<file path="src/rtl/mem_pkg.sv">
// Shared definitions for the memory stage: access-size encodings, RISC-V
// load/store funct3 values, FSM state encoding and size-mask helpers.
package mem_pkg;

  localparam int XLEN_DEF = 64;

  typedef enum logic [1:0] {
    SZ_B = 2'd0,
    SZ_H = 2'd1,
    SZ_W = 2'd2,
    SZ_D = 2'd3
  } mem_size_e;

  localparam logic [2:0] F3_LB  = 3'b000;
  localparam logic [2:0] F3_LH  = 3'b001;
  localparam logic [2:0] F3_LW  = 3'b010;
  localparam logic [2:0] F3_LD  = 3'b011;
  localparam logic [2:0] F3_LBU = 3'b100;
  localparam logic [2:0] F3_LHU = 3'b101;
  localparam logic [2:0] F3_LWU = 3'b110;
  localparam logic [2:0] F3_SB  = 3'b000;
  localparam logic [2:0] F3_SH  = 3'b001;
  localparam logic [2:0] F3_SW  = 3'b010;
  localparam logic [2:0] F3_SD  = 3'b011;

  typedef enum logic [1:0] {
    ST_IDLE = 2'd0,
    ST_REQ  = 2'd1,
    ST_WAIT = 2'd2
  } mem_state_e;

  // Address low bits that must be zero for a naturally aligned access.
  function automatic logic [2:0] size_lo_mask(input logic [1:0] sz);
    case (sz)
      2'd0:    return 3'b000;
      2'd1:    return 3'b001;
      2'd2:    return 3'b011;
      default: return 3'b111;
    endcase
  endfunction

  // Byte-strobe pattern of an access placed at lane 0.
  function automatic logic [7:0] size_byte_mask(input logic [1:0] sz);
    case (sz)
      2'd0:    return 8'h01;
      2'd1:    return 8'h03;
      2'd2:    return 8'h0F;
      default: return 8'hFF;
    endcase
  endfunction

endpackage

</file>
<file path="src/rtl/mem_align.sv">
// Combinational lane logic for the memory stage.
//   addr_lo_i  : low 3 bits of the (size-aligned) effective address
//   funct3_i   : RISC-V load/store funct3 (size in [1:0], unsigned in [2])
//   st_data_i  : rs2 value   -> st_wdata_o (lane-shifted), st_wstrb_o
//   ld_rdata_i : doubleword  -> ld_data_o (lane-selected, sign/zero-extended)
module mem_align
  import mem_pkg::*;
(
  input  logic [2:0]  addr_lo_i,
  input  logic [2:0]  funct3_i,
  input  logic [63:0] st_data_i,
  output logic [63:0] st_wdata_o,
  output logic [7:0]  st_wstrb_o,
  input  logic [63:0] ld_rdata_i,
  output logic [63:0] ld_data_o
);

  logic [1:0]  sz;
  logic [5:0]  sh;
  logic [63:0] lane;
  logic        sx;

  assign sz   = funct3_i[1:0];
  assign sh   = {addr_lo_i, 3'b000};
  assign lane = ld_rdata_i >> sh;
  // funct3[2] selects zero-extension; for doublewords (incl. 111) it is moot.
  assign sx   = ~funct3_i[2];

  assign st_wdata_o = st_data_i << sh;
  assign st_wstrb_o = size_byte_mask(sz) << addr_lo_i;

  always_comb begin
    ld_data_o = lane;
    case (mem_size_e'(sz))
      SZ_B:    ld_data_o = {{56{sx & lane[7]}},  lane[7:0]};
      SZ_H:    ld_data_o = {{48{sx & lane[15]}}, lane[15:0]};
      SZ_W:    ld_data_o = {{32{sx & lane[31]}}, lane[31:0]};
      default: ld_data_o = lane;
    endcase
  end

endmodule

</file>
<file path="src/rtl/mem_stage.sv">
// Memory pipeline stage: ALU write-back pass-through, branch resolution and
// RV64 loads/stores over a ready/rvalid handshaked data-memory port.
// Ports:
//   CLK, RST_N            clock, synchronous active-low reset
//   alu_*/rd/funct3/...   op from the ALU stage, sampled only when idle
//   stall_o               high while a memory access is in flight
//   wb_*_o                register-file write port (1-cycle wb_en_o)
//   take_branch_o/target  branch redirect pulse and target
//   dmem_*                data-memory request / response port
//   misalign_o            misaligned-access pulse
// Build option: define MEM_MISALIGN_CHECK_EN to reject misaligned accesses
// (misalign_o pulse, no request). Otherwise the address is forced to size
// alignment and misalign_o is tied low.
module mem_stage
  import mem_pkg::*;
#(
  parameter int XLEN   = 64,
  parameter int ADDR_W = 64
) (
  input  logic              CLK,
  input  logic              RST_N,
  input  logic [XLEN-1:0]   alu_res_i,
  input  logic              alu_wb_en_i,
  input  logic [4:0]        rd_i,
  input  logic              load_flag_i,
  input  logic              mem_en_i,
  input  logic [2:0]        funct3_i,
  input  logic [XLEN-1:0]   store_data_i,
  input  logic              branch_flag_i,
  input  logic [XLEN-1:0]   branch_offset_i,
  input  logic [XLEN-1:0]   PC_i,
  output logic              stall_o,
  output logic              wb_en_o,
  output logic [4:0]        wb_rd_o,
  output logic [XLEN-1:0]   wb_data_o,
  output logic              take_branch_o,
  output logic [XLEN-1:0]   branch_target_o,
  output logic              dmem_req_o,
  output logic              dmem_we_o,
  output logic [ADDR_W-1:0] dmem_addr_o,
  output logic [63:0]       dmem_wdata_o,
  output logic [7:0]        dmem_wstrb_o,
  input  logic              dmem_ready_i,
  input  logic              dmem_rvalid_i,
  input  logic [63:0]       dmem_rdata_i,
  output logic              misalign_o
);

  mem_state_e        state_q, state_d;
  logic [ADDR_W-1:0] addr_q, addr_d;
  logic [2:0]        f3_q, f3_d;
  logic [4:0]        rd_q, rd_d;
  logic              load_q, load_d;
  logic [63:0]       sdata_q, sdata_d;
  logic              wb_en_q, wb_en_d;
  logic [4:0]        wb_rd_q, wb_rd_d;
  logic [XLEN-1:0]   wb_data_q, wb_data_d;
  logic              br_q, br_d;
  logic [XLEN-1:0]   tgt_q, tgt_d;

  logic [2:0]        lo_mask;
  logic [ADDR_W-1:0] eff_addr;
  logic              issue;
  logic [63:0]       st_wdata, ld_data;
  logic [7:0]        st_wstrb;
  logic              req, st_req;

  assign lo_mask  = size_lo_mask(funct3_i[1:0]);
  assign eff_addr = {alu_res_i[ADDR_W-1:3], alu_res_i[2:0] & ~lo_mask};

`ifdef MEM_MISALIGN_CHECK_EN
  logic mis_q, mis_d;
  logic misal;
  assign misal      = |(alu_res_i[2:0] & lo_mask);
  assign issue      = ~misal;
  assign misalign_o = mis_q;
`else
  assign issue      = 1'b1;
  assign misalign_o = 1'b0;
`endif

  mem_align u_align (
    .addr_lo_i  (addr_q[2:0]),
    .funct3_i   (f3_q),
    .st_data_i  (sdata_q),
    .st_wdata_o (st_wdata),
    .st_wstrb_o (st_wstrb),
    .ld_rdata_i (dmem_rdata_i),
    .ld_data_o  (ld_data)
  );

  always_comb begin
    state_d   = state_q;
    addr_d    = addr_q;
    f3_d      = f3_q;
    rd_d      = rd_q;
    load_d    = load_q;
    sdata_d   = sdata_q;
    wb_en_d   = 1'b0;
    wb_rd_d   = wb_rd_q;
    wb_data_d = wb_data_q;
    br_d      = 1'b0;
    tgt_d     = tgt_q;
`ifdef MEM_MISALIGN_CHECK_EN
    mis_d     = 1'b0;
`endif
    case (state_q)
      ST_IDLE: begin
        if (mem_en_i) begin
          if (issue) begin
            addr_d  = eff_addr;
            f3_d    = funct3_i;
            rd_d    = rd_i;
            load_d  = load_flag_i;
            sdata_d = store_data_i;
            state_d = ST_REQ;
          end
`ifdef MEM_MISALIGN_CHECK_EN
          else begin
            mis_d = 1'b1;
          end
`endif
        end else if (branch_flag_i) begin
          if (alu_res_i[0]) begin
            br_d  = 1'b1;
            tgt_d = PC_i + branch_offset_i;
          end
        end else begin
          wb_en_d   = alu_wb_en_i;
          wb_rd_d   = rd_i;
          wb_data_d = alu_res_i;
        end
      end
      ST_REQ: begin
        if (dmem_ready_i) state_d = load_q ? ST_WAIT : ST_IDLE;
      end
      ST_WAIT: begin
        if (dmem_rvalid_i) begin
          wb_en_d   = (rd_q != 5'd0);
          wb_rd_d   = rd_q;
          wb_data_d = ld_data;
          state_d   = ST_IDLE;
        end
      end
      default: state_d = ST_IDLE;
    endcase
  end

  always_ff @(posedge CLK) begin
    if (!RST_N) begin
      state_q   <= ST_IDLE;
      addr_q    <= '0;
      f3_q      <= '0;
      rd_q      <= '0;
      load_q    <= 1'b0;
      sdata_q   <= '0;
      wb_en_q   <= 1'b0;
      wb_rd_q   <= '0;
      wb_data_q <= '0;
      br_q      <= 1'b0;
      tgt_q     <= '0;
`ifdef MEM_MISALIGN_CHECK_EN
      mis_q     <= 1'b0;
`endif
    end else begin
      state_q   <= state_d;
      addr_q    <= addr_d;
      f3_q      <= f3_d;
      rd_q      <= rd_d;
      load_q    <= load_d;
      sdata_q   <= sdata_d;
      wb_en_q   <= wb_en_d;
      wb_rd_q   <= wb_rd_d;
      wb_data_q <= wb_data_d;
      br_q      <= br_d;
      tgt_q     <= tgt_d;
`ifdef MEM_MISALIGN_CHECK_EN
      mis_q     <= mis_d;
`endif
    end
  end

  // Memory-port fields are held from the latched op and only driven in REQ,
  // so they read as zero whenever no request is outstanding.
  assign req    = (state_q == ST_REQ);
  assign st_req = req & ~load_q;

  assign stall_o         = (state_q != ST_IDLE);
  assign wb_en_o         = wb_en_q;
  assign wb_rd_o         = wb_rd_q;
  assign wb_data_o       = wb_data_q;
  assign take_branch_o   = br_q;
  assign branch_target_o = tgt_q;
  assign dmem_req_o      = req;
  assign dmem_we_o       = st_req;
  assign dmem_addr_o     = req ? {addr_q[ADDR_W-1:3], 3'b000} : '0;
  assign dmem_wdata_o    = st_req ? st_wdata : '0;
  assign dmem_wstrb_o    = st_req ? st_wstrb : '0;

endmodule
</file>
<file path="config.mk">
export PLATFORM = sky130hd
export DESIGN_NAME = mem_stage
export DESIGN_NICKNAME = d
export VERILOG_FILES = /design/src/rtl/mem_pkg.sv /design/src/rtl/mem_align.sv /design/src/rtl/mem_stage.sv
export SDC_FILE = /design/constraint.sdc
export NUM_CORES = 1
export LEC_CHECK = 0
export CORE_AREA = 2 2 241 243
export CTS_BUF_LIST = sky130_fd_sc_hd__clkbuf_8
export DETAILED_ROUTE_END_ITERATION = 10
export DIE_AREA = 0 0 243 245
export PLACE_DENSITY_LB_ADDON = 0.1
export SYNTH_ARGS = -nofsm -noshare
export SYNTH_HDL_FRONTEND = slang
export SYNTH_SLANG_ARGS = --single-unit
</file>
<file path="constraint.sdc">
create_clock -name CLK -period 3.7 [get_ports CLK]
set_input_delay 1.11 -clock CLK [delete_from_list [all_inputs] [get_ports CLK]]
set_output_delay 1.11 -clock CLK [all_outputs]
set_load 0.005 [all_outputs]
</file>
=== After elaboration in Yosys (flattened, before gate mapping) ===
Cells that the tools add are included.

* Multiplexer cells: 24
* Reduce and logical (&&, ||, !) cells: 11
* Bitwise gates (word level): 12
* Add/subtract/negate cells: 1
* Shift operators: 3
* Eq/ne operators: 11

{| class="wikitable"
|+ Operators with widths
! operator !! count
|-
| $mux W64 || 5
|-
| $pmux W64 S3 || 1
|-
| $pmux W64 S2 || 1
|-
| $add A64 B64 Y64 || 1
|-
| $shl A64 B6 Y64 || 1
|-
| $shr A64 B6 Y64 || 1
|-
| $pmux W8 S3 || 1
|-
| $mux W5 || 3
|-
| $ne A2 B2 Y1 const B || 5
|-
| $pmux W5 S2 || 1
|-
| $pmux W3 S3 || 1
|-
| $mux W2 || 4
|-
| $mux W8 || 1
|-
| $reduce_and A4 Y1 || 2
|-
| $shl A8 B3 Y8 || 1
|-
| $eq A2 B1 Y1 const B || 3
|-
| $eq A2 B2 Y1 const B || 3
|-
| $logic_not A2 Y1 || 3
|-
| $not A1 Y1 || 6
|-
| $pmux W2 S3 || 1
|-
| $reduce_bool A5 Y1 || 1
|-
| $and A1 B1 Y1 || 4
|-
| $mux W1 || 4
|-
| $reduce_bool A2 Y1 || 2
|-
| other kinds (6) || 6
|}

* Register bits: 274

=== Longest topological paths before layout ===
Gate-level depths: netlist (run 1).

* Depth in word-level cells: 5
* Mapped depth: 13
* Gate-level depth less buffers: 12

=== Hierarchy ===
Synthesis (run 1) repeated with hierarchy kept, for this count alone.

* Cells, all modules: 2509
* Area, all modules: 19297.3 um2

{| class="wikitable"
|+ By module, submodules not included
! module !! area each (um2) !! instances !! cells each
|-
| mem_stage || 14896.8 || 1 || 1909
|-
| mem_align || 4400.5 || 1 || 600
|}

=== Worst setup path after synthesis (run 1) ===
Ideal clock, no wire load.

* Path kind: input to register
* Start: input port branch_offset_i[16]
* End: register tgt_q[57], in the netlist branch_target_o[57]
* Slack: -62 ps
* Data arrival time: 3640 ps
* Required time: 3578 ps
* Library setup time: 122 ps
* Stages: 11
* Path through: ha_1 > buf_2 > nand4_1 > or3_1 > o41ai_4 > a21o_4 > o21a_4 > a31oi_4 > o41a_1 > o2111a_1 > a221o_1

* Word-level cells in the longest chain between the ends: 1

{| class="wikitable"
|+ RTL lines
! element !! line !! source
|-
| start, declared || mem_stage.sv:30 || <nowiki>input logic [XLEN-1:0] branch_offset_i,</nowiki>
|-
| $add A64 B64 Y64 || mem_stage.sv:126 || <nowiki>tgt_d = PC_i + branch_offset_i;</nowiki>
|-
| end signal, assigned || mem_stage.sv:176 || <nowiki>tgt_q <= tgt_d;</nowiki>
|-
| end, declared || mem_stage.sv:59 || <nowiki>logic [XLEN-1:0] tgt_q, tgt_d;</nowiki>
|}

No other way between the ends.
A chain may end at the register's enable or synchronous reset.

=== Final worst setup path (run 1) ===
* Start: register addr_q[0]
* End: output port dmem_wdata_o[61]

* Word-level cells in the longest chain between the ends: 2

{| class="wikitable"
|+ RTL lines
! element !! line !! source
|-
| start, declared || mem_stage.sv:50 || <nowiki>logic [ADDR_W-1:0] addr_q, addr_d;</nowiki>
|-
| start signal, assigned || mem_stage.sv:167 || <nowiki>addr_q <= addr_d;</nowiki>
|-
| $shl A64 B6 Y64 || mem_align.sv:29 || <nowiki>assign st_wdata_o = st_data_i << sh;</nowiki>
|-
| $mux W64 || mem_stage.sv:197 || <nowiki>assign dmem_wdata_o = st_req ? st_wdata : '0;</nowiki>
|-
| end, declared || mem_stage.sv:41 || <nowiki>output logic [63:0] dmem_wdata_o,</nowiki>
|}

No other way between the ends.

==> metrics.csv, run 1 <==
metric,value,unit
status,finished clean,
synthArstFlopShare,0,%
final.setup.worst_slack,0.01326,ns
synth_area,0.01802,sq mm
cts_root_buffer,clkbuf_8,
layout_common_cells,"570 x clkdlybuf4s50_1, 512 x nand2_1, 354 x a21oi_1",
slew_violations,0,
drc,0,
finalNetCount,3559,
cp_common_cell,buf_12,
r2r-start,addr_q[1],
die_x,243,microns
clk_latency,0.65,ns
core_area,0.05703,sq mm
clkSlewWorstSetupHoldPaths,0.06,ns
period_needed,3.687,ns
drt-wirelength-per-cell,21.99,microns
nFillCells,5746,
cp-startpoint,addr_q[0],
cts_hold_buffers,0,
die_h,245,microns
grt_pass1_wl,127100,microns
synth-edff-count,0,
cp-end-kind,primary output,
cp_data_required_time,2.59,ns
cp_slowest_cell,clkdlybuf4s50_1,
worstSetupPathType,reg2out,
io_buffers,606,
hold_path_class,reg2reg,
areaGrowthSynthToFinish,54.32,%
hold_viol_final,0,
synth_top_cell_area_share,30.44,%
crit_chain,buf_12 -> buf_12 -> mux2i_4 -> mux2i_2 -> mux2i_1 -> nor2_1 -> clkdlybuf4s50_1,
pre_cts_ws,-0.8053,ns
cellPowerDensity,322.8,mW/mm^2
num_vias,20871,
tightest_slew,0.9301,ns
synthDistinctLibCells,73,
cap_violations,0,
critPathMaxFanout,23,
final.setup_skew,0.01217,ns
grt_start_max_net_pins,103,
final_common_cell,clkdlybuf4s50_1,
yosysSeqAreaShare,30.44,%
fin_setup_tns,0,ns
pin_count,611,
fmax,0.2712,GHz
cts_inserted_buffers,53,
hold_start,addr_q[16],
synthFlopType,dfxtp_1,
ant_nets,0,
drive_above_1_share,14.15,%
cts.path.max_buffers,3,
arrival,2.58,ns
ir_drop,0.2035,mV
cts_tree,done,
whs,0.4476,ns
cp_num_buf_inv,3,
crit_family,buffers and inverters,
numPlacedInstances,3847,
yosys-top-cells-area,"dfxtp_1 30%, nand2_1 11%, a21oi_1 9.9%",
grt_overflow,0,
dpl.hpwl,66590,microns
drtIter0Drc,1477,
setup_viol,0,
synth_seq_cells,274,
slew_headroom,37.99,%
avgViaCountPerCell,5.257,
dieArea,0.05954,sq mm
power.total,8.975,mW
synthCells,2468,
syn_avg_cell_area,7.301,sq um
initial_core_util,31.59,%
dr.pass1.iters,6,
p_leak,10.83,nW
grt_usage,27.75,%
grt_pass1_vias,20237,
layout.cells.non_filler,3970,
clock_sinks,274,
h-tree-depth,2,
timing.final.crit_share,99.64,%
rsz0062_at_grt,yes,
antenna_found_initial,22,
worst_setup_path_start_kind,register,
r2r_setup_slack,0.30,ns
yosysWarnings,0,
yosysTopAreaCell,dfxtp_1,
rows,88,
wl,87290,microns
critPathMaxStageDelay,0.51,ns
gp_congestion,0.9604,
[path summary, 6_finish.rpt]
path | to | cells after the start
setup / recovery | dmem_wdata_o[61] | 7
hold / removal | addr_q[16] | 2
setup reg to reg | wb_data_o[54] | 12
hold reg to reg | addr_q[16] | 2
[through the flow]
step,area [sq um],utilization [%]
2_1_floorplan,18030,-
3_3_place_gp,26050,45.67
3_5_place_dp,26050,45.67
4_1_cts,27380,48.00
5_1_grt,27800,48.74
6_report,27810,48.75
[per-layer routing]
| metal | share of wire (%) | up-vias | global-route usage [%] |
|---|---|---|---|
| li1 | - | 10021 | - |
| met1 | 41 | 9949 | 34.13 |
| met2 | 48 | 721 | 46.82 |
| met3 | 7.7 | 158 | 7.151 |
| met4 | 3.4 | 22 | 9.834 |
| met5 | 0.17 | - | 0 |
[worst register-to-register path, stage by stage (launching register included)]
cell,delay (ns)
dfxtp_4,0.37
buf_4,0.13
buf_16,0.17
buf_4,0.33
buf_4,0.56
mux2_2,0.26
o21ai_0,0.06
o21ai_0,0.21
nand2_1,0.17
o31ai_4,0.52
buf_12,0.25
o221ai_1,0.16
a21oi_1,0.14
[where the power goes]
group	internal, mW	switching, mW	total, mW
combinational	1.32	1.31	2.63
sequential	3.12	0.128	3.24
clock	1.68	1.43	3.11
total	6.11	2.87	8.97
[registers in the layout, indices dropped and copies added, names as in the netlist]
name / cells
addr_q: 64
branch_target_o: 64
sdata_q: 64
wb_data_o: 64
rd_q: 5
wb_rd_o: 5
f3_q: 3
state_q: 2
load_q: 1
take_branch_o: 1
wb_en_o: 1
[timing repair]
item                       CTS  global route
setup endpoints to repair   85            43
cloned                       1             1
gates resized for setup     62            81
pin swaps                    9            19
buffers inserted            18             2
[Yosys cell counts, drive strengths merged, types with 14 or more instances]
master and count:
a211oi 63, a21o 47, a21oi 357, a31oi 15, and2 72, and3 25
buf 42, clkbuf 167, dfxtp 274, ha 63, inv 28, mux2 32
mux2i 110, mux4 14, nand2 514, nand3 25, nand4 21, nor2 201
nor2b 28, nor3 28, o211ai 29, o21ai 116, o21bai 17, o221ai 26
xnor2 28, xor2 21
[logic make-up (layout without fill, tap and decap cells)]
logic type / count (synthesis) / in the layout / synth area share, %
XOR/XNOR: 49 / 49 / 2.382
multiplexers: 156 / 156 / 9.860
buffers and inverters: 237 / 961 / 5.187
other: 1 / 14 / 0.02081
AO/OA/AOI/OAI: 721 / 721 / 24.12
flip-flops: 274 / 274 / 30.44
AND/OR/NAND/NOR: 966 / 966 / 23.51
adder cells (fa/ha/maj): 64 / 64 / 4.486
[cell type report]
cell class	instances	area, sq um	share of cell area, %
antenna	10	25.02	0.09000
clock inverter	24	127.6	0.4590
multi-input combinational	1960	12050	43.32
clock buffer	67	922.1	3.316
sequential	274	5500	19.78
timing repair buffer	842	8113	29.18
tap	765	957.2	3.442
inverter	28	115.1	0.4140
Power figures use the tool's default switching activity.
==> run 2, diff against run 1 <==
--- a/config.mk
+++ b/config.mk
@@ -5,10 +5,10 @@
 export SDC_FILE = /design/constraint.sdc
 export NUM_CORES = 1
 export LEC_CHECK = 0
-export CORE_AREA = 2 2 241 243
+export CORE_AREA = 2 2 235 237
 export CTS_BUF_LIST = sky130_fd_sc_hd__clkbuf_8
 export DETAILED_ROUTE_END_ITERATION = 10
-export DIE_AREA = 0 0 243 245
+export DIE_AREA = 0 0 237 239
 export PLACE_DENSITY_LB_ADDON = 0.1
 export SYNTH_ARGS = -nofsm -noshare
 export SYNTH_HDL_FRONTEND = slang
==> constraint.sdc (replaced) <==
create_clock -name CLK -period 3.44 [get_ports CLK]
set_input_delay 1.032 -clock CLK [delete_from_list [all_inputs] [get_ports CLK]]
set_output_delay 1.032 -clock CLK [all_outputs]
set_load 0.005 [all_outputs]
==> metrics.csv, run 2 (synthesis gave the netlist of run 1 again) <==
metric,value,unit
core_area,0.05434,sq mm
finalNetCount,3619,
critPathMaxFanout,4,
cts_tree,done,
layout_common_cells,"511 x nand2_1, 495 x clkdlybuf4s50_1, 353 x a21oi_1",
areaGrowthSynthToFinish,59.65,%
timing.final.crit_share,100.8,%
status,"finished, violations left",
cts.path.max_buffers,3,
cp-end-kind,register,
drive_above_1_share,17.29,%
hold-path-cell-count,2,
hold_path_class,reg2reg,
dr.pass1.iters,7,
die_x,237,microns
cts_inserted_buffers,53,
nFillCells,5256,
p_leak,11.62,nW
slew_violations,0,
utilization,52.94,%
drtIter0Drc,1510,
clock_sinks,274,
avgViaCountPerCell,5.383,
cts_root_buffer,clkbuf_8,
period_needed,3.466,ns
slew_headroom,47.98,%
postLayoutCellArea,0.02877,sq mm
use_met2,49.28,%
ant_nets,0,
wl,86960,microns
rows,86,
drc,0,
fmax,0.2885,GHz
grt_use_met1,35.62,%
grt_usage,28.95,%
grt_start_max_net_pins,142,
antenna_found_initial,17,
grt_busiest_layer,met2,
clkSlewWorstSetupHoldPaths,0.06,ns
worstSetupPathType,in2reg,
grt_pass1_wl,126300,microns
final_common_cell,nand2_1,
dpl_cell_area,0.02625,sq mm
pin_count,611,
num_vias,21397,
hold_viol_final,0,
setup_viol,1,
clk_latency,0.65,ns
ir_drop,0.2829,mV
cp_data_required_time,4.02,ns
whs,0.4499,ns
r2r_cells,11,
rsz0062_at_grt,yes,
dieArea,0.05664,sq mm
final.setup.worst_slack,-0.02611,ns
cap_violations,0,
tightest_slew,0.7803,ns
dpl.hpwl,66080,microns
io_buffers,606,
cellPowerDensity,349.3,mW/mm^2
grt_pass1_vias,20575,
violations,negative setup slack,
grtUsageMet3,7.483,%
gp_congestion,0.9294,
initial_core_util,33.16,%
final.setup_skew,0.02034,ns
grt_overflow,0,
h-tree-depth,2,
die_h,239,microns
arrival,4.04,ns
drt-wirelength-per-cell,21.88,microns
worst_setup_path_start_kind,input pin,
-- run 2: critical path, stage by stage --
cell,delay [ns]
clkdlybuf4s50_1,0.45
ha_1,0.35
and3_1,0.20
buf_4,0.12
nand2_1,0.08
nor3_2,0.23
o211ai_1,0.16
buf_4,0.18
a31o_1,0.23
a211o_1,0.31
and3b_1,0.20
or3_1,0.37
a31oi_1,0.13
-- run 2: per-stage QoR --
step	worst slack, ns	TNS (ns)	std cells	power, mW
after floorplan	-0.1214	-0.1214	2471	4.832
after global placement	-1.119	-27.19	3812	6.284
after detailed placement	-1.122	-30.03	3812	6.298
after CTS	-0.1093	-0.9220	3940	10.04
after global routing	-0.07046	-0.2106	3975	10.52
final	-0.02611	-0.02611	3975	10.05
-- run 2: final timing paths --
kind | start | to | slack [ns]
setup / recovery | branch_offset_i[31] | branch_target_o[58] | -0.03
hold / removal | addr_q[33] | addr_q[33] | 0.45
setup reg to reg | addr_q[0] | wb_data_o[58] | 0.25
hold reg to reg | addr_q[33] | addr_q[33] | 0.45
-- run 2: metal layers --
layer	routed length [microns]	up-vias
li1	-	10158
met1	36200	10314
met2	41680	775
met3	6643	134
met4	2322	16
met5	107	-
-- run 2: cell type report --
class,instances,area [sq um],area share [%]
multi-input cells,1960,12420,43.19
diodes,9,22.52,0.07829
well taps,704,880.8,3.062
inverters,28,117.6,0.4089
repair buffers,902,8651,30.07
clock inverters,25,165.2,0.5741
flip-flops and latches,274,5500,19.12
clock buffers,73,1005,3.493
-- run 2: where the power goes --
group          switching (mW)  internal (mW)  leakage, nW
clock network            1.56           2.03        0.658
logic                    1.47           1.50         8.71
registers               0.137           3.35         2.24
-- run 2: repair_timing --
action | CTS | global route
hold buffers | 0 | 0
pin swaps | 22 | 48
buffers inserted | 29 | 24
cloned | 1 | 2
resized for setup | 189 | 123
endpoints found under the setup margin | 146 | 79
==> RTL change 1 (config.mk and constraints of run 1) <==
Set the parameter `ADDR_W` to 56 (it was 64).
--- a/src/rtl/mem_stage.sv
+++ b/src/rtl/mem_stage.sv
@@ -16,5 +16,5 @@
 #(
   parameter int XLEN   = 64,
-  parameter int ADDR_W = 64
+  parameter int ADDR_W = 56
 ) (
   input  logic              CLK,
Interface: changed (resized dmem_addr_o); port bits go from 611 to 603. No check against the original RTL was run, so the function may have changed too.
==> RTL change 1 against run 1 <==
Final area shrank 1.1%; power grew 1.1%; count of clock-buffer cells in the layout is the same; via count shrank 3.5%; cell count shrank 1.7%; die area is the same; routed wire length shrank 2.7%; critical path depth grew 5; area after synthesis shrank 0.66%; core utilization shrank 0.52 points; sequential cell count shrank 8; worst setup slack gained 38 ps; clock power grew 7.7%; maximum frequency grew 1.0%.
==> RTL change 1: results (changes against run 1) <==
status: finished, final reports clean
Worst path slowest cell: clkdlybuf4s50_1
synthesized cell area: 17900 µm² (-0.66%)
clock root buffer: clkbuf_8
all-layer global routing usage: 27.35% (-0.40 points)
Seq/Total Area, Yosys: 29.75% (-0.69 points)
largest net degree at the start of global routing: 84 (-18%)
port buffer count: 598 (-1.3%)
pre-CTS setup slack: -664.0 ps (+141.2 ps)
Crit Path Max Fanout: 3 (-87%)
leakage power: 10.71 nW (-1.0%)
Post-synth top cells: 507 x nand2_1, 266 x dfxtp_1, 251 x a21oi_1
most area-consuming cells after synthesis: dfxtp_1 30%, nand2_1 11%, a21oi_1 7.0%
Worst-Skew Late Latency: 640 ps
TritonCTS Buffers: 53 (unchanged)
first-pass GRT wire length: 124900 µm (-1.7%)
Critical Path Max Stage Delay: 430 ps (-80 ps)
Worst EP arrival: 4210 ps (+1630 ps)
top_reg_cell synth: dfxtp_1
synth unique cells: 72 (-1.4%)
initial antenna violation count: 20 (-9.1%)
Warnings, synthesis: 0 (unchanged)
vias in the first global route: 19835 (-2.0%)
share of cells above drive strength 1: 13.82% (-0.33 points)
initial DRC count: 1196 (-19%)
vias per cell: 5.165 (-1.7%)
Post-synth ARST share: 0% (unchanged)
Layout Nets: 3483 (-2.1%)
Fillers: 5766 (+0.35%)
WL per Instance: 21.77 µm (-0.98%)
Clock Skews: 30.21 ps (+18.04 ps)
CP top delay family: compound AO/OA/AOI/OAI gates
Reg clk slew, reported paths: 60 ps (about the same)
worst min-delay path class: register to register
routability cong.: 0.9346 (-2.7%)
DPL Wire Length: 65450 µm (-1.7%)
htree depth: 2 (unchanged)
Max clock buf depth: 3 (unchanged)
Max VDD drop: 0.2947 mV (+45%)
first drt pass iteration count: 5 (-1)
measured slew at the worst slew-check pin: 877.8 ps (-52.28 ps)
-- RTL change 1: changes by cell type after synthesis, sizes merged, moves of 14 or more --
cell    before  now
nor2       201  177
a21oi      357  251
a21o        47   30
a211oi      63   43
mux2i      110   95
a21boi       2   81
and2        72   99
inv         28   42
-- RTL change 1: kinds of logic (layout without fill, tap and decap cells) --
kind of cell               after synthesis  after routing  share of synthesized area (%)
other                                    1             13                        0.02095
and+or+nand+nor                        936            937                          23.06
muxes                                  151            151                          10.35
buffers and inverters                  243            961                          5.291
adders and majority gates               64             64                          4.516
xor gates and xnor gates                57             57                          2.789
DFF                                    266            266                          29.75
AOI/OAI and AO/OA                      687            687                          24.23
-- RTL change 1: timing repair --
action | 4_1_cts | 5_1_grt
setup endpoints to repair | 72 | 52
pin swaps | 6 | 4
setup buffers | 11 | 11
resized for setup | 48 | 45
cloned | 2 | 2
hold buffers | 0 | 0
-- RTL change 1: per-layer routing --
layer | vias to the layer above | track usage (%) | part of all wire [%]
li1 | 9768 | - | -
met2 | 680 | 45.78 | 47
met4 | 20 | 8.769 | 2.9
met1 | 9548 | 34.33 | 42
met3 | 134 | 6.987 | 7.3
met5 | - | 0 | 0.17
-- RTL change 1: area by class of cell --
| cell class | instances | area, µm² | area share (%) |
|---|---|---|---|
| multi-input cells | 1900 | 11910 | 43.30 |
| repair buffers | 820 | 7954 | 28.91 |
| flip-flops and latches | 266 | 5336 | 19.40 |
| well taps | 765 | 957.2 | 3.479 |
| clock buffers | 67 | 922.1 | 3.352 |
| clock inverters | 32 | 246.5 | 0.8960 |
| inverters | 42 | 160.2 | 0.5822 |
| diodes | 9 | 22.52 | 0.08187 |
-- RTL change 1: final timing paths --
kind	from	endpoint	slack, ps	depth (start not counted)
min reg2reg	addr_q[48]	addr_q[48]	450	2
max	branch_offset_i[1]	branch_target_o[61]	50	12
max reg2reg	addr_q[0]	wb_data_o[41]	410	9
min	addr_q[48]	addr_q[48]	450	2
-- RTL change 1: through the flow --
stage,std cells,instance area [µm²]
final,3901,27510
after global routing,3900,27510
after CTS,3879,27190
after detailed placement,3767,25790
after global placement,3767,25790
after floorplan,2408,17910
-- RTL change 1: tightest hold or removal path, stage by stage, from the launching register on --
cell	delay [ps]
dfxtp_1	300
nand2_1	50
a21oi_1	50
-- RTL change 1: power breakdown --
part,internal (mW),total [mW],leakage [nW],switching [mW]
sequential,3.02,3.15,2.18,0.130
combinational,1.30,2.57,7.87,1.27
clock,1.91,3.35,0.662,1.44
total,6.24,9.08,10.7,2.84
==> RTL change 2 (settings of run 1) <==
Made on the original files. Reset style: asynchronous (`RST_N`), changed in one clocked block. Comments in the files are not updated.
--- a/src/rtl/mem_stage.sv
+++ b/src/rtl/mem_stage.sv
@@ -147,5 +147,5 @@
   end
 
-  always_ff @(posedge CLK) begin
+  always_ff @(posedge CLK or negedge RST_N) begin
     if (!RST_N) begin
       state_q   <= ST_IDLE;
Behaviour: not the same (Yosys sat finds a counterexample within 4 cycles, from zero or initial values and one cycle with RST_N low; the reset may be asserted at any time).
==> RTL change 2 against run 1 <==
Global-route usage increased by 1.2 points; final area grew 4.8%; highest routed layer unchanged; worst setup slack worse by 2.6 ps; critical endpoint is now dmem_wdata_o[49]; synthesized cell count decreased by 4.2%; critical path type unchanged; sequential cell count did not move; via count down 1.3%; area after synthesis increased by 4.4%; routed wire length up 1.7%; clock skew up 19 ps.
Power is not compared: it rests on default switching activity, and its combinational part moved more than twofold at a synthesized area within 25%.
==> RTL change 2: results (changes against run 1) <==
status: finished, final reports clean
worst min-delay path class: input port to async pin
Fillers: 5569 (-3.1%)
final instance count without filler cells: 3963 (-0.18%)
Seq/Total Area, Yosys: 36.44% (+6.0 points)
Avg Cell Area, Syn: 7.960 µm² (+9.0%)
routability cong.: 0.9568 (-0.37%)
Max VDD drop: 0.3099 mV
placed cell area: 27320 µm² (+4.9%)
Crit Path Max Fanout: 10 (-57%)
synth unique cells: 72 (-1.4%)
Warnings, synthesis: 0 (unchanged)
leakage power: 13.39 nW
first-pass GRT wire length: 131700 µm (+3.6%)
all-layer global routing usage: 28.94% (+1.2 points)
pre-CTS setup slack: -623.3 ps (+181.9 ps)
f_max: 271.1 MHz (about the same)
routed via count: 20602 (-1.3%)
initial antenna violation count: 13 (-41%)
Worst-Skew Late Latency: 650 ps (about the same)
reg2reg end: wb_data_o[44]
worst reg2reg setup slack: 530 ps (+230 ps)
Worst EP arrival: 2580 ps (about the same)
Layout Nets: 3550 (-0.25%)
Reg clk slew, reported paths: 60 ps (about the same)
CP startpoint: addr_q[1]
share of cells above drive strength 1: 16.29% (+2.1 points)
port buffer count: 606 (unchanged)
DPL Wire Length: 69680 µm (+4.6%)
Clock Skews: 31.47 ps (+19.30 ps)
Post-CTS Setup Inserts: 17 (-1)
first drt pass iteration count: 6 (unchanged)
Hold Slack: 455.2 ps (+7.630 ps)
Max clock buf depth: 3 (unchanged)
Worst setup endpoint: dmem_wdata_o[49]
Post-synth top cells: 641 x nand2_1, 274 x dfrtp_1, 198 x o21ai_0
# placed instances: 3822 (-0.65%)
measured slew at the worst slew-check pin: 905.9 ps (-24.19 ps)
top_reg_cell synth: dfrtp_1
most area-consuming cells after synthesis: dfrtp_1 36%, nand2_1 13%, mux2i_1 5.7%
initial DRC count: 1341 (-9.2%)
reg2reg start: addr_q[0]
reg2reg path depth: 13 (+1)
TritonCTS Buffers: 54 (+1.9%)
PostCTS Resize Cnt: 118 (+90%)
largest net degree at the start of global routing: 79 (-23%)
htree depth: 2 (unchanged)
clock root buffer: clkbuf_8
final wirelength: 88800 µm (+1.7%)
Post-synth ARST share: 100.0% (+100 points)
## RTL change 2: cell count changes after synthesis, sizes merged, moves of 16 or more
cell and change:
a211oi -30, dfxtp -274, nand2 +127, nor2 -52, o21ai +84, a21oi -188, dfrtp +274, clkbuf -39
o221ai -24, o31ai +26, o211ai -16
## RTL change 2: final cells by class
class	count	area, µm²	area share [%]
inverter	37	143.9	0.4937
multi-input combinational	1880	11460	39.31
clock buffer	65	894.6	3.069
tap	765	957.2	3.284
sequential	274	6865	23.56
antenna	5	12.51	0.04293
timing repair buffer	903	8607	29.53
clock inverter	34	209.0	0.7169
## RTL change 2: power by group
part | internal (mW) | switching (mW)
Combinational | 5.66 | 5.71
Sequential | 4.43 | 1.22
Clock | 1.73 | 1.47
Total | 11.8 | 8.40
## RTL change 2: worst max-delay path, stage by stage, from the launching register on
cell and delay, ps:
dfrtp_4 560, buf_12 170, buf_4 150, mux2i_1 120, o21ai_2 170, a21oi_1 90, nor2_1 150, clkdlybuf4s50_1 530
## RTL change 2: layer usage
| metal | part of all wire (%) | GRT usage [%] | routed length (µm) | vias to the layer above |
|---|---|---|---|---|
| met4 | 3.3 | 9.960 | 2892 | 14 |
| met3 | 7.0 | 6.418 | 6190 | 136 |
| met1 | 40 | 35.17 | 35820 | 9937 |
| li1 | - | - | - | 9753 |
| met2 | 49 | 50.49 | 43810 | 762 |
| met5 | 0.091 | 0 | 81 | - |
## RTL change 2: kinds of logic (layout without fill, tap and decap cells)
kind of cell,Yosys count,in the layout,share of synthesized area (%)
XOR/XNOR,52,52,2.420
AO/OA/AOI/OAI,594,594,19.15
buffers and inverters,214,1039,4.561
AND/OR/NAND/NOR,1011,1012,22.99
flip-flops,274,274,36.44
multiplexers,154,154,10.12
other,1,9,0.01993
adder cells (fa/ha/maj),64,64,4.296
